==> src/rtl/store_pkg.sv <==
// Purpose: shared store-path definitions: store-size mode codes and the byte-lane mask helper.
// Latency: n/a (declarations only).
// Backpressure: n/a.
// Contents: MODE_SB/SH/SW/SD codes; lane_mask(mode, xlen) returns the right-justified byte mask of a store.
package store_pkg;

    localparam logic [1:0] MODE_SB = 2'b00;
    localparam logic [1:0] MODE_SH = 2'b01;
    localparam logic [1:0] MODE_SW = 2'b10;
    localparam logic [1:0] MODE_SD = 2'b11;

    // Byte mask of the store size, bit i = byte i of the right-justified data.
    // A doubleword on a 32-bit core degrades to a word.
    function automatic logic [7:0] lane_mask(input logic [1:0] mode, input int xlen);
        logic [7:0] m;
        case (mode)
            MODE_SB: m = 8'h01;
            MODE_SH: m = 8'h03;
            MODE_SW: m = 8'h0F;
            default: m = (xlen == 64) ? 8'hFF : 8'h0F;
        endcase
        return m;
    endfunction

endpackage

==> src/rtl/store_buffer_unit_if.sv <==
// Purpose: store request channel (st_*) plus data-memory write channel (mem_*) of the store buffer.
// Latency: n/a (wires only).
// Backpressure: st_* uses st_valid/st_ready; mem_* uses mem_valid/mem_ready.
// Modports: master = execute stage / memory side environment, slave = store_buffer_unit.
interface store_buffer_unit_if #(
    parameter int XLEN   = 32,
    parameter int ADDR_W = 32
);
    localparam int NB = XLEN / 8;

    logic              st_valid;
    logic              st_ready;
    logic [1:0]        st_mode;
    logic [ADDR_W-1:0] st_addr;
    logic [XLEN-1:0]   st_data;

    logic              mem_valid;
    logic              mem_ready;
    logic [ADDR_W-1:0] mem_addr;
    logic [XLEN-1:0]   mem_wdata;
    logic [NB-1:0]     mem_wstrb;

    modport master (
        output st_valid, st_mode, st_addr, st_data, mem_ready,
        input  st_ready, mem_valid, mem_addr, mem_wdata, mem_wstrb
    );

    modport slave (
        input  st_valid, st_mode, st_addr, st_data, mem_ready,
        output st_ready, mem_valid, mem_addr, mem_wdata, mem_wstrb
    );
endinterface

==> src/rtl/store_lane_align.sv <==
// Purpose: places right-justified store data onto byte lanes and builds strobes for up to two bus beats.
// Latency: combinational.
// Backpressure: none (pure function of inputs).
// Ports: mode/off/data in; beat0/beat1 data+strobes out; split=1 when the store spills into the next word.
module store_lane_align
    import store_pkg::*;
#(
    parameter int XLEN = 32
) (
    input  logic [1:0]                   mode,
    input  logic [$clog2(XLEN/8)-1:0]    off,
    input  logic [XLEN-1:0]              data,
    output logic [XLEN-1:0]              beat0_dat,
    output logic [XLEN-1:0]              beat1_dat,
    output logic [XLEN/8-1:0]            beat0_strb,
    output logic [XLEN/8-1:0]            beat1_strb,
    output logic                         split
);
    localparam int NB = XLEN / 8;

    logic [NB-1:0]     lmask;
    logic [XLEN-1:0]   dmask;
    logic [2*XLEN-1:0] wide_d;
    logic [2*NB-1:0]   wide_s;

    always_comb begin
        lmask = NB'(lane_mask(mode, XLEN));
        dmask = '0;
        for (int i = 0; i < NB; i++) begin
            dmask[8*i +: 8] = {8{lmask[i]}};
        end
        // Shift across a double-width window so bytes past the word end land in beat1.
        wide_d     = {{XLEN{1'b0}}, data & dmask} << {off, 3'b000};
        wide_s     = {{NB{1'b0}}, lmask} << off;
        beat0_dat  = wide_d[XLEN-1:0];
        beat1_dat  = wide_d[2*XLEN-1:XLEN];
        beat0_strb = wide_s[NB-1:0];
        beat1_strb = wide_s[2*NB-1:NB];
        split      = |wide_s[2*NB-1:NB];
    end
endmodule

==> src/rtl/store_buffer_unit.sv <==
// Purpose: store path; aligns stores, splits word-crossing stores into two beats, queues beats to data memory.
// Latency: accepted store appears on mem_* the cycle after acceptance when the queue was empty.
// Backpressure: st_ready only while two free slots remain (count <= DEPTH-2); mem_* held while !mem_ready.
// Ports: clk, rst_n (sync, active low), bus (slave modport: st_* in, mem_* out), buf_empty, buf_count.
module store_buffer_unit
    import store_pkg::*;
#(
    parameter int XLEN   = 32,
    parameter int ADDR_W = 32,
    parameter int DEPTH  = 4
) (
    input  logic                    clk,
    input  logic                    rst_n,
    store_buffer_unit_if.slave      bus,
    output logic                    buf_empty,
    output logic [$clog2(DEPTH):0]  buf_count
);
    localparam int NB    = XLEN / 8;
    localparam int OFF_W = $clog2(NB);
    localparam int PTR_W = $clog2(DEPTH);
    localparam int CNT_W = PTR_W + 1;

    logic [ADDR_W-1:0] addr_q [DEPTH];
    logic [XLEN-1:0]   dat_q  [DEPTH];
    logic [NB-1:0]     strb_q [DEPTH];

    // Last popped beat; mem_* show it while the queue is empty.
    logic [ADDR_W-1:0] last_addr;
    logic [XLEN-1:0]   last_dat;
    logic [NB-1:0]     last_strb;

    logic [PTR_W-1:0]  wr_ptr, rd_ptr, wr_ptr_p1;
    logic [CNT_W-1:0]  count;

    logic [ADDR_W-1:0] base;
    logic [XLEN-1:0]   b0_dat, b1_dat;
    logic [NB-1:0]     b0_strb, b1_strb;
    logic              split, push, pop, head_vld;

    store_lane_align #(.XLEN(XLEN)) u_align (
        .mode       (bus.st_mode),
        .off        (bus.st_addr[OFF_W-1:0]),
        .data       (bus.st_data),
        .beat0_dat  (b0_dat),
        .beat1_dat  (b1_dat),
        .beat0_strb (b0_strb),
        .beat1_strb (b1_strb),
        .split      (split)
    );

    assign base      = {bus.st_addr[ADDR_W-1:OFF_W], {OFF_W{1'b0}}};
    assign wr_ptr_p1 = wr_ptr + PTR_W'(1);
    assign head_vld  = (count != '0);

    // Two slots are always kept free so a split store never has to be refused mid-way.
    assign bus.st_ready = (count <= CNT_W'(DEPTH - 2));
    assign push         = bus.st_valid & bus.st_ready;
    assign pop          = head_vld & bus.mem_ready;

    assign bus.mem_valid = head_vld;
    assign bus.mem_addr  = head_vld ? addr_q[rd_ptr] : last_addr;
    assign bus.mem_wdata = head_vld ? dat_q[rd_ptr]  : last_dat;
    assign bus.mem_wstrb = head_vld ? strb_q[rd_ptr] : last_strb;
    assign buf_empty     = ~head_vld;
    assign buf_count     = count;

    // Storage needs no reset: entries are only read once count covers them.
    always_ff @(posedge clk) begin
        if (push) begin
            addr_q[wr_ptr] <= base;
            dat_q[wr_ptr]  <= b0_dat;
            strb_q[wr_ptr] <= b0_strb;
            if (split) begin
                addr_q[wr_ptr_p1] <= base + ADDR_W'(NB);
                dat_q[wr_ptr_p1]  <= b1_dat;
                strb_q[wr_ptr_p1] <= b1_strb;
            end
        end
    end

    always_ff @(posedge clk) begin
        if (!rst_n) begin
            wr_ptr    <= '0;
            rd_ptr    <= '0;
            count     <= '0;
            last_addr <= '0;
            last_dat  <= '0;
            last_strb <= '0;
        end else begin
            if (push) begin
                wr_ptr <= wr_ptr + (split ? PTR_W'(2) : PTR_W'(1));
            end
            if (pop) begin
                rd_ptr    <= rd_ptr + PTR_W'(1);
                last_addr <= addr_q[rd_ptr];
                last_dat  <= dat_q[rd_ptr];
                last_strb <= strb_q[rd_ptr];
            end
            count <= count + CNT_W'(push) + CNT_W'(push & split) - CNT_W'(pop);
        end
    end
endmodule

==> src/flat_wrapper.sv <==
// flat-port wrapper written by rule: the top's interface ports become plain ports
module store_buffer_unit_flat import store_pkg::*;
#(
    parameter int XLEN   = 32,
    parameter int ADDR_W = 32,
    parameter int DEPTH  = 4
)
  (clk, rst_n, buf_empty, buf_count, bus_st_valid, bus_st_mode, bus_st_addr, bus_st_data, bus_mem_ready, bus_st_ready, bus_mem_valid, bus_mem_addr, bus_mem_wdata, bus_mem_wstrb);
  store_buffer_unit_if #(.XLEN(XLEN), .ADDR_W(ADDR_W)) bus_i ();
  input  logic clk;
  input  logic rst_n;
  output logic buf_empty;
  output logic [$clog2(DEPTH):0] buf_count;
  input wire logic [$bits(bus_i.st_valid)-1:0] bus_st_valid;
  input wire logic [$bits(bus_i.st_mode)-1:0] bus_st_mode;
  input wire logic [$bits(bus_i.st_addr)-1:0] bus_st_addr;
  input wire logic [$bits(bus_i.st_data)-1:0] bus_st_data;
  input wire logic [$bits(bus_i.mem_ready)-1:0] bus_mem_ready;
  output wire logic [$bits(bus_i.st_ready)-1:0] bus_st_ready;
  output wire logic [$bits(bus_i.mem_valid)-1:0] bus_mem_valid;
  output wire logic [$bits(bus_i.mem_addr)-1:0] bus_mem_addr;
  output wire logic [$bits(bus_i.mem_wdata)-1:0] bus_mem_wdata;
  output wire logic [$bits(bus_i.mem_wstrb)-1:0] bus_mem_wstrb;
  assign bus_i.st_valid = bus_st_valid;
  assign bus_i.st_mode = bus_st_mode;
  assign bus_i.st_addr = bus_st_addr;
  assign bus_i.st_data = bus_st_data;
  assign bus_i.mem_ready = bus_mem_ready;
  assign bus_st_ready = bus_i.st_ready;
  assign bus_mem_valid = bus_i.mem_valid;
  assign bus_mem_addr = bus_i.mem_addr;
  assign bus_mem_wdata = bus_i.mem_wdata;
  assign bus_mem_wstrb = bus_i.mem_wstrb;
  store_buffer_unit #(.XLEN(XLEN), .ADDR_W(ADDR_W), .DEPTH(DEPTH)) u_core (.clk(clk), .rst_n(rst_n), .bus(bus_i), .buf_empty(buf_empty), .buf_count(buf_count));
endmodule
==> config.mk <==
export PLATFORM = sky130hd
export DESIGN_NAME = store_buffer_unit_flat
export DESIGN_NICKNAME = d
export VERILOG_FILES = /design/src/rtl/store_pkg.sv /design/src/rtl/store_buffer_unit_if.sv /design/src/rtl/store_lane_align.sv /design/src/rtl/store_buffer_unit.sv /design/src/flat_wrapper.sv
export SDC_FILE = /design/constraint.sdc
export NUM_CORES = 1
export LEC_CHECK = 0
export BUFFER_PORTS_ARGS = -buffer_cell sky130_fd_sc_hd__buf_2
export CAP_MARGIN = 10
export CORE_AREA = 5 5 170 172
export CTS_CLUSTER_SIZE = 20
export DETAILED_ROUTE_END_ITERATION = 6
export DIE_AREA = 0 0 175 177
export GPL_TIMING_DRIVEN = 0
export MAX_ROUTING_LAYER = met4
export PLACE_DENSITY_LB_ADDON = 0.12
export SETUP_SLACK_MARGIN = 0.5
export SLEW_MARGIN = 20
export SYNTH_ARGS = -nofsm -noshare
export SYNTH_HDL_FRONTEND = slang
export SYNTH_SLANG_ARGS = --single-unit
==> constraint.sdc <==
create_clock -name clk -period 16.85 [get_ports clk]
set_clock_uncertainty 0.05 [all_clocks]
set_input_delay 2.5275 -clock clk [delete_from_list [all_inputs] [get_ports clk]]
set_output_delay 2.5275 -clock clk [all_outputs]
set_load 0.01 [all_outputs]
[Word level (Yosys, flattened, before mapping)]
Memories as Yosys holds them, arrays and structs flattened. A register that Yosys moved wholly into a read port is not among the register bits.
Index checks and enable logic that the tools add are counted.
W data, S select, Z words.
Word-level totals
  input port bits: 70
  memory bits (writable): 272
  flip-flop bits (word level): 75
  output and inout port bits: 74
  memories kept: 3
  word-level logic and storage cells: 44
Cells by class
  bitwise gates (word level): 5
  reductions and logical operators: 3
  add/subtract/negate cells: 7
  shifts and indexed selects: 2
  equality and inequality tests: 1
  order comparisons: 1
  muxes and demuxes: 16
Memories
  u_core.addr_q: depth 4, width 32, rd ports 1, clocked after memory_dff 1, wr ports 2, line store_buffer_unit.sv:23  | logic [ADDR_W-1:0] addr_q [DEPTH];
  u_core.dat_q: depth 4, width 32, rd ports 1, clocked after memory_dff 1, wr ports 2, line store_buffer_unit.sv:24  | logic [XLEN-1:0] dat_q [DEPTH];
  u_core.strb_q: depth 4, width 4, rd ports 1, clocked after memory_dff 1, wr ports 2, line store_buffer_unit.sv:25  | logic [NB-1:0] strb_q [DEPTH];
Operators with widths (number)
  $mux W32: 2
  $shl A32 B5 Y64: 1
  $add A32 B3 Y32 const B: 1
  $and A32 B32 Y32: 1
  $mux W2: 7
  $pmux W4 S2: 1
  $shl A4 B2 Y8: 1
  $mux W1: 5
  $add A2 B1 Y2 const B: 2
  $mux W4: 1
  $reduce_or A4 Y1: 1
  $add A3 B1 Y3: 1
  $add A3 B3 Y3: 1
  $and A1 B1 Y1: 3
  $le A3 B2 Y1 const B: 1
  $reduce_bool A3 Y1: 1
  $sub A3 B1 Y3: 1
  $add A2 B2 Y2: 1
  $eq A2 B1 Y1 const B: 1
  $logic_not A2 Y1: 1
  $not A1 Y1: 1

[Longest topological paths before layout]
Gate-level depths: netlist (run 1).
  depth after elaboration: 7
  mapped depth: 11
  gate-level depth less buffers: 10

[Hierarchy]
Synthesis (run 1) repeated with hierarchy kept, for this count alone.
Second synthesis, totals
  cells, all modules: 1707
  area, all modules: 18091.1 µm²
Modules (own cells, without submodules)
  store_buffer_unit: instances 1, cells each 1559, area each 17116.4 µm², seq. area each 9429.0 µm²
  store_lane_align: instances 1, cells each 148, area each 974.7 µm², seq. area each 0.0 µm²

[Least setup slack after synthesis (run 1)]
No wires, ideal clock.
  path type: input to register
  from: input port bus_st_addr[0]
  to: memory u_core.addr_q[3][10] (enable)
  buffers on the path: 2
  setup slack: 8.205 ns
  cell stages on the path: 6
  data arrival time: 8.011 ns
  path through: buf_2 and3_1 or2_2 clkbuf_1 nor2_1 nor3b_1
RTL lines
  start: declaration: line flat_wrapper.sv:16  | input wire logic [$bits(bus_i.st_addr)-1:0] bus_st_addr;
  end: declaration: line store_buffer_unit.sv:23

[Worst setup path in the final report (run 1)]
  from: register u_core.count[0] (netlist: u_core.buf_count[0])
  to: output port bus_mem_addr[19]
On the way
  longest elaborated chain between the ends: 2
RTL lines
  start: declaration: line store_buffer_unit.sv:33  | logic [CNT_W-1:0] count;
  start signal: assignment: line store_buffer_unit.sv:99  | count <= count + CNT_W'(push) + CNT_W'(push & split) - CNT_W'(pop);
  $reduce_bool A3 Y1: line store_buffer_unit.sv:53  | assign head_vld = (count != '0);
  $mux W32: line store_buffer_unit.sv:61  | assign bus.mem_addr = head_vld ? addr_q[rd_ptr] : last_addr;
  end: declaration: line flat_wrapper.sv:21  | output wire logic [$bits(bus_i.mem_addr)-1:0] bus_mem_addr;
Every way passes these cells.

==> impl_metrics.tcl, run 1 <==
set metrics [dict create \
    status "finished clean" \
    arrival_ns 3.32 \
    syn_to_final_growth_pct 15.0 \
    cts_resized 0 \
    hp-start "u_core.last_addr[13]" \
    critPathMostFrequentCell "clkbuf_1" \
    drt_iter0_drc 1412 \
    dp_hpwl_um 34300 \
    tns_ns 0 \
    maxCapViolCount 0 \
    slew_violations 0 \
    async_flop_share 0 \
    tritoncts "yes" \
    die_w_um 175 \
    post_drt_wl_per_cell_um 22.0 \
    die_area_um2 31000 \
    cp_slowest_stage_delay_ns 0.58 \
    grt_setup_unrepaired "no" \
    reg2reg_from "u_core.buf_count[0]" \
    hold_path_depth 2 \
    setup-violations-final 0 \
    placedCellCount 2092 \
    worst_r2r_path_depth 10 \
    clk_latency_ns 0.52 \
    crit_path_top_delay_cell "clkbuf_1" \
    synth_warnings 0 \
    yosysTopAreaCellShare 0.459 \
    drc 0 \
    grt_pass1_vias 12900 \
    syn_area_um2 17300 \
    dr.pass1.iters 5 \
    cts.path.max_buffers 3 \
    min_to "u_core.last_addr[13]" \
    layout.cells.non_filler 2160 \
    synth-edff-count 264 \
    ys_top_cells_by_area "edfxtp_1, nand2_1, dfxtp_1" \
    placement.io_buffers 113 \
    finish.utilization 0.727 \
    crit_type "flip-flop to output pin" \
    numCtsBuffers 38 \
    antenna_left 0 \
    synth_cells 1606 \
    min_path_type "flip-flop to flip-flop" \
    h-tree-depth 2 \
    std_cell_rows 61 \
    avgViaCountPerCell 6.08 \
    period_share 0.350 \
    grt_antenna_before_repair 0 \
    worst_slew_pin_slew_ns 0.977 \
    nNetsFinal 1862 \
    placed_area_um2 18700 \
    antenna_cells 0 \
    worst-path-buf-inv 5 \
    start_util 0.633 \
    yosysTopAreaCell "edfxtp_1" \
    end_kind "output pin" \
    ys_ff_latch 339 \
    period_minus_slack_ns 5.90 \
    crit_fanout 10 \
    rrSetupSlack_ns 13.19 \
    yosysMostFrequentCell "nand2_1" \
    root_buffer "clkbuf_16" \
    cp.required_ns 14.27 \
    cts_sinks 339 \
    clkTransAtPathRegs_ns 0.06 \
    core_um2 27300 \
    leakage_uw 0.00739 \
    die_y_um 177 \
    final_cell_area_um2 19900 \
    powerDensity_nw_per_um2 145 \
    slew-limit-headroom 0.349 \
    cp-start-kind "flip-flop" \
    grtUsageTotal 0.318 \
    ys_types 52 \
    place_congestion 0.921 \
    synthTopCellsByCount "nand2_1, edfxtp_1, nor2_1" \
    clock.fmax_mhz 169 \
    cp_top_family "buffers and inverters" \
    cts_setup_buffers 0 \
    drive_above_1_share 0.197 \
    pin_count 144 \
    grt_max_degree 20 \
    grt_first_pass_wirelength_um 72900 \
    vias 13100 \
    synth-main-ff-cell "edfxtp_1" \
    r2r-end "u_core.buf_count[1]" \
    overflow 0 \
    ir_drop_v 0.0000929 \
    wl_um 47600 \
    hold_viol 0 \
    synth.yosys.seq_area_share 0.546 \
    path_cells "or3_1, clkbuf_1, inv_1, clkbuf_1, clkbuf_1, nand2_1, nand2_1, buf_2" \
    synth.avg_cell_area_um2 10.8 \
    hold_buffers 0 \
]
[where the power goes]
group	total (uW)	switching (uW)	internal (uW)
clock	795	328	466
sequential	1100	43.3	1060
combinational	988	621	368
total	2880	992	1890
[registers in the layout, summed over array words and instances, names as in the netlist, named ones only]
register / flops
u_core.last_addr: 30
u_core.strb_q: 16
u_core.dat_q: 128
u_core.last_strb: 4
u_core.buf_count: 3
u_core.wr_ptr: 2
u_core.addr_q: 120
u_core.last_dat: 32
u_core.rd_ptr: 2
[layout make-up]
| type | count | area [um^2] |
|---|---|---|
| buffer | 130 | 584 |
| clock buffer | 52 | 1080 |
| clock inverter | 16 | 111 |
| fill | 1982 | 7450 |
| inverter | 17 | 63.8 |
| multi-input combinational | 1121 | 7240 |
| sequential | 339 | 9430 |
| tap | 346 | 433 |
| timing repair buffer | 139 | 927 |
[routing by layer]
layer,vias up,GRT usage,routed length [um]
met1,6321,0.424,18100
met2,767,0.493,22400
li1,5929,-,-
met4,0,0.113,1760
met3,117,0.0656,5370
met5,-,-,0
[placed cells by master (no fill, tap or decap), types with 48 or more instances in the layout]
cell type and instances:
nand2_1 441, xnor2_1 80, dfxtp_1 75, clkbuf_1 70, buf_2 153, mux4_2 66
o21ai_0 48, nor2_1 167, a21boi_0 67, edfxtp_1 264
[through the flow]
| step | power, uW | setup WS [ns] | hold WS [ns] |
|---|---|---|---|
| 2_1_floorplan | 1710 | 8.21 | 0.394 |
| 3_3_place_gp | 2050 | 3.86 | 0.400 |
| 3_5_place_dp | 2100 | 11.61 | 0.407 |
| 4_1_cts | 2880 | 11.04 | 0.415 |
| 5_1_grt | 3020 | 10.84 | 0.430 |
| 6_report | 2880 | 10.95 | 0.412 |
[kinds of logic after synthesis]
group,Yosys count,share of synthesized area
adder cells (fa/ha/maj),6,0.00521
buffers and inverters,147,0.0375
flip-flops,339,0.546
XOR/XNOR,124,0.0628
multiplexers,114,0.116
other,1,0.000217
AO/OA/AOI/OAI,195,0.0725
AND/OR/NAND/NOR,680,0.160
[worst min-delay path: stages (launching register included)]
cell and delay, ns:
dfxtp_1 0.31, nand2_1 0.05, a21boi_0 0.06
[worst max-delay path by stage]
stage                     slack, ns  depth (start not counted)                start                   end
after global placement         3.86                          6       bus_st_addr[1]  u_core.addr_q[3][17]
final                         10.95                          8  u_core.buf_count[0]      bus_mem_addr[19]
after CTS                     11.04                          8  u_core.buf_count[0]      bus_mem_addr[18]
after global routing          10.84                          8  u_core.buf_count[0]      bus_mem_addr[20]
after floorplan                8.21                          6       bus_st_addr[0]  u_core.addr_q[3][10]
after detailed placement      11.61                          8  u_core.buf_count[0]      bus_mem_addr[18]
Note: power is estimated with default switching activity, not from simulation.
==> inputs of run 2 (changes only) <==
--- a/config.mk
+++ b/config.mk
@@ -7,10 +7,10 @@
 export LEC_CHECK = 0
 export BUFFER_PORTS_ARGS = -buffer_cell sky130_fd_sc_hd__buf_2
 export CAP_MARGIN = 10
-export CORE_AREA = 5 5 170 172
+export CORE_AREA = 5 5 176 178
 export CTS_CLUSTER_SIZE = 20
 export DETAILED_ROUTE_END_ITERATION = 6
-export DIE_AREA = 0 0 175 177
+export DIE_AREA = 0 0 181 183
 export GPL_TIMING_DRIVEN = 0
 export MAX_ROUTING_LAYER = met4
 export PLACE_DENSITY_LB_ADDON = 0.12
==> constraint.sdc (replaced) <==
create_clock -name clk -period 5.61 [get_ports clk]
set_clock_uncertainty 0.05 [all_clocks]
set_input_delay 0.8415 -clock clk [delete_from_list [all_inputs] [get_ports clk]]
set_output_delay 0.8415 -clock clk [all_outputs]
set_load 0.01 [all_outputs]
==> impl_metrics.tcl, run 2 (same netlist as run 1, synthesis figures left out) <==
set metrics [dict create \
    cp_top_family "buffers and inverters" \
    clock.fmax_mhz 248 \
    die_w_um 181 \
    path_cells "or3_1, clkbuf_1, inv_1, clkbuf_1, clkbuf_1, nand2_1, nand2_1, buf_2" \
    top_regs "u_core.dat_q (128), u_core.addr_q (120), u_core.last_dat (32)" \
    arrival_ns 3.13 \
    overflow 0 \
    crit_fanout 10 \
    place_congestion 0.998 \
    die_y_um 183 \
    holdWs_ns 0.413 \
    die_area_um2 33100 \
    vias 13000 \
    ir_drop_v 0.000247 \
    grt_pass1_vias 12800 \
    maxCapViolCount 0 \
    post_drt_wl_per_cell_um 22.2 \
    dr.pass1.iters 6 \
    tns_ns 0 \
    antenna_cells 0 \
    final_cell_mix "nand2_1, edfxtp_1, nor2_1" \
    end_kind "output pin" \
    drt_iter0_drc 1364 \
    placement.io_buffers 113 \
    largest_register_ffs 128 \
    slew_violations 0 \
    pwr-share-seq 0.376 \
    period_minus_slack_ns 4.03 \
    switching_share 0.341 \
    std_cell_rows 63 \
    grt_first_pass_wirelength_um 73900 \
    cts_sinks 339 \
    dp_hpwl_um 34900 \
    grt_antenna_before_repair 0 \
    grt_max_degree 20 \
    cts_setup_buffers 0 \
    start_util 0.591 \
    p_switching_uw 3000 \
    powerDensity_nw_per_um2 439 \
    fillCellCount 2184 \
    grtUsageTotal 0.299 \
    nNetsFinal 1855 \
    power.share.clock 0.285 \
    clk_latency_ns 0.52 \
    drc 0 \
    grt_setup_unrepaired "no" \
    syn_to_final_growth_pct 15.9 \
    wl_um 48800 \
    status "finished clean" \
    cp-start-kind "flip-flop" \
    avgViaCountPerCell 5.92 \
    critPathMostFrequentCell "clkbuf_1" \
    leakage_uw 0.00741 \
    crit_type "flip-flop to output pin" \
    min_path_type "flip-flop to flip-flop" \
    finish.utilization 0.685 \
    cts.path.max_buffers 3 \
    comb_power_share 0.339 \
    internal_power_uw 5790 \
    pin_count 144 \
    setup-violations-final 0 \
    tritoncts "yes" \
    multi_input_comb_area_um2 7260 \
    cp.required_ns 4.72 \
    hold_buffers 0 \
    root_buffer "clkbuf_16" \
    antenna_left 0 \
    worst_slew_pin_slew_ns 0.903 \
    clkTransAtPathRegs_ns 0.06 \
    worst-path-buf-inv 5 \
    top_register "u_core.dat_q" \
    period_share 0.718 \
    cts_resized 0 \
    numCtsBuffers 37 \
    h-tree-depth 2 \
    final_common_cell "nand2_1" \
    drive_above_1_share 0.193 \
    cp_slowest_stage_delay_ns 0.63 \
    regArea_um2 9430 \
    slew-limit-headroom 0.398 \
    hold_viol 0 \
    crit_path_top_delay_cell "clkbuf_1" \
    core_um2 29200 \
]
[run 2: path summary, 6_finish.rpt]
path | start | end | slack (ns) | cells past startpoint
worst max-delay path | u_core.buf_count[0] | bus_mem_addr[14] | 1.58 | 8
worst min-delay path | u_core.last_addr[23] | u_core.last_addr[23] | 0.41 | 2
worst max register to register | u_core.buf_count[0] | u_core.buf_count[1] | 2.16 | 10
worst min register to register | u_core.last_addr[23] | u_core.last_addr[23] | 0.41 | 2
[run 2: cell type report]
| cell class | count | share of cell area |
|---|---|---|
| Tap cell | 390 | 0.0244 |
| Sequential cell | 339 | 0.471 |
| Timing Repair Buffer | 133 | 0.0477 |
| Clock buffer | 49 | 0.0526 |
| Clock inverter | 19 | 0.00975 |
| Multi-Input combinational cell | 1121 | 0.362 |
| Inverter | 17 | 0.00319 |
| Buffer | 130 | 0.0292 |
[run 2: power groups by stage]
| stage | Sequential [uW] | Clock (uW) | Combinational, uW |
|---|---|---|---|
| floorplan | 3340 | 0 | 1790 |
| global placement | 3370 | 0 | 2770 |
| detailed placement | 3350 | 0 | 2960 |
| CTS | 3300 | 2510 | 2970 |
| global route | 3340 | 2620 | 3220 |
| finish | 3310 | 2500 | 2980 |
[run 2: per-layer routing]
metal / up-vias / share of wire / GRT usage
li1: 5906 / - / -
met1: 6317 / 0.39 / 0.401
met2: 682 / 0.47 / 0.471
met3: 118 / 0.10 / 0.0543
met4: 0 / 0.036 / 0.0976
met5: - / 0 / -
[run 2: worst register-to-register path: stages, from the launching register on]
cell	delay, ns
dfxtp_1	0.39
or3_1	0.13
clkbuf_1	0.32
nand2_1	0.34
inv_1	0.33
clkbuf_1	0.44
ha_1	0.34
fa_1	0.39
inv_1	0.07
fa_1	0.39
and2_1	0.16
[run 2: stage by stage]
step	std cells	instance area, um^2	worst slack [ns]	total power, uW
after floorplan	1607	17300	0.967	5130
after global placement	2110	18400	-1.37	6140
after detailed placement	2130	18800	2.15	6310
after CTS	2198	20000	1.58	8790
after global routing	2198	20000	1.36	9180
final	2198	20000	1.58	8790
==> inputs of run 3 (changes only) <==
==> constraint.sdc (replaced) <==
create_clock -name clk -period 4 [get_ports clk]
set_clock_uncertainty 0.05 [all_clocks]
set_input_delay 0.6 -clock clk [delete_from_list [all_inputs] [get_ports clk]]
set_output_delay 0.6 -clock clk [all_outputs]
set_load 0.01 [all_outputs]
==> impl_metrics.tcl, run 3 (same netlist as run 1, synthesis figures left out) <==
set metrics [dict create \
    status "finished clean" \
    placement.io_buffers 113 \
    top_register "u_core.dat_q" \
    final_cell_area_um2 19900 \
    end_kind "output pin" \
    cp_slowest_stage_delay_ns 0.71 \
    cts_sinks 339 \
    die_area_um2 33100 \
    syn_to_final_growth_pct 15.3 \
    pre_cts_ws_ns 0.635 \
    r2r-end "u_core.buf_count[1]" \
    core_um2 29200 \
    largest_register_ffs 128 \
    grt_setup_unrepaired "no" \
    min_path_type "input port to flip-flop" \
    slew_violations 0 \
    drc 0 \
    cp_top_family "buffers and inverters" \
    crit_fanout 10 \
    die_y_um 183 \
    worst-path-buf-inv 4 \
    hold_buffers 0 \
    setup-violations-final 0 \
    grtUsageTotal 0.298 \
    nNetsFinal 1854 \
    overflow 0 \
    avgViaCountPerCell 5.87 \
    antenna_left 0 \
    dp_hpwl_um 34800 \
    numCtsBuffers 37 \
    worst_r2r_path_depth 10 \
    cp-start-kind "flip-flop" \
    root_buffer "clkbuf_16" \
    maxCapViolCount 0 \
    rrSetupSlack_ns 0.73 \
    h-tree-depth 2 \
    clock.fmax_mhz 295 \
    std_cell_rows 63 \
    crit_path_top_delay_cell "clkbuf_1" \
    final_common_cell "nand2_1" \
    cp.depth 7 \
    crit_type "flip-flop to output pin" \
    grt_pass1_vias 12700 \
    arrival_ns 2.74 \
    hold_viol 0 \
    die_w_um 181 \
    final_cell_mix "nand2_1, edfxtp_1, nor2_1" \
    placed_area_um2 18700 \
    path_cells "or3_1, clkbuf_1, inv_1, clkbuf_1, nand2_1, nand2_1, buf_2" \
    finalWorstSetupSlack_ns 0.609 \
    reg2reg_from "u_core.buf_count[0]" \
    vias 12900 \
    clk_latency_ns 0.53 \
    wl_um 48400 \
    antenna_cells 0 \
    dr.pass1.iters 6 \
    grt_first_pass_wirelength_um 73900 \
    top_regs "u_core.dat_q (128), u_core.addr_q (120), u_core.last_dat (32)" \
    setup.worst_path.start "u_core.buf_count[0]" \
    cp.required_ns 3.35 \
    ir_drop_v 0.000351 \
    drive_above_1_share 0.199 \
    worst_slew_pin_slew_ns 0.979 \
    regArea_um2 9430 \
    period_share 0.848 \
    powerDensity_nw_per_um2 608 \
    grt_max_degree 22 \
    cts.path.max_buffers 3 \
    place_congestion 1.00 \
    drt_iter0_drc 1430 \
    period_minus_slack_ns 3.39 \
    tritoncts "yes" \
    slew-limit-headroom 0.341 \
    fillCellCount 2251 \
    multi_input_comb_area_um2 7260 \
    finish.utilization 0.681 \
    leakage_uw 0.00740 \
    post_drt_wl_per_cell_um 22.0 \
    start_util 0.591 \
    pin_count 144 \
    endpoint "bus_mem_wdata[10]" \
    clkTransAtPathRegs_ns 0.06 \
    grt_antenna_before_repair 0 \
]
## run 3: cell count changes in the layout (fill, tap and decap cells not counted), sizes merged
cell	change
bufinv	-3
buf	-2
clkinvlp	-1
inv	+1
clkbuf	+4
## run 3: worst min-delay path by stage
| stage | slack, ns | to | cells after the start | start |
|---|---|---|---|---|
| 3_3_place_gp | 0.40 | u_core.last_dat[28] | 2 | u_core.last_dat[28] |
| 3_5_place_dp | 0.41 | u_core.last_dat[23] | 2 | u_core.last_dat[23] |
| 6_report | 0.34 | u_core.wr_ptr[1] | 3 | rst_n |
| 5_1_grt | 0.34 | u_core.wr_ptr[1] | 3 | rst_n |
| 2_1_floorplan | 0.39 | u_core.last_addr[10] | 2 | u_core.last_addr[10] |
| 4_1_cts | 0.33 | u_core.wr_ptr[1] | 3 | rst_n |
## run 3: per-layer routing
| metal | GRT usage | vias up | routed length [um] |
|---|---|---|---|
| met3 | 0.0524 | 125 | 4680 |
| met1 | 0.400 | 6174 | 19100 |
| met2 | 0.473 | 706 | 23000 |
| li1 | - | 5900 | - |
| met5 | - | - | 0 |
| met4 | 0.0880 | 0 | 1590 |
## run 3: worst register-to-register path, cell delays in order (launching register included)
cell and delay [ns]:
dfxtp_1 0.35, or3_1 0.37, clkbuf_1 0.21, nand2_1 0.34, inv_1 0.23, clkbuf_2 0.25, ha_1 0.35, fa_1 0.38
inv_1 0.08, fa_1 0.39, and2_1 0.16
## run 3: area by class of cell
cell class / count / share of cell area
Tap cell: 390 / 0.0245
Clock inverter: 16 / 0.00540
Sequential cell: 339 / 0.473
Inverter: 17 / 0.00320
Multi-Input combinational cell: 1121 / 0.364
Clock buffer: 52 / 0.0534
Buffer: 130 / 0.0299
Timing Repair Buffer: 132 / 0.0463
## run 3: through the flow
stage	power (uW)	TNS [ns]	hold WS, ns	cells
final	12100	0	0.341	2197
after global routing	12700	0	0.343	2197
after CTS	12100	0	0.329	2197
after detailed placement	8850	0	0.408	2129
after global placement	8610	-123.32	0.400	2110
after floorplan	7190	0	0.394	1607
## run 3: power breakdown
| group | switching [uW] | leakage [uW] | internal, uW |
|---|---|---|---|
| logic | 2610 | 0.00375 | 1560 |
| registers | 180 | 0.00306 | 4450 |
| clock network | 1380 | 0.000585 | 1930 |
## run 3: what timing repair did
| action | CTS | global route |
|---|---|---|
| endpoints found under the setup margin | 31 | 38 |
| setup buffers | 0 | 0 |
| gates resized for setup | 3 | 13 |
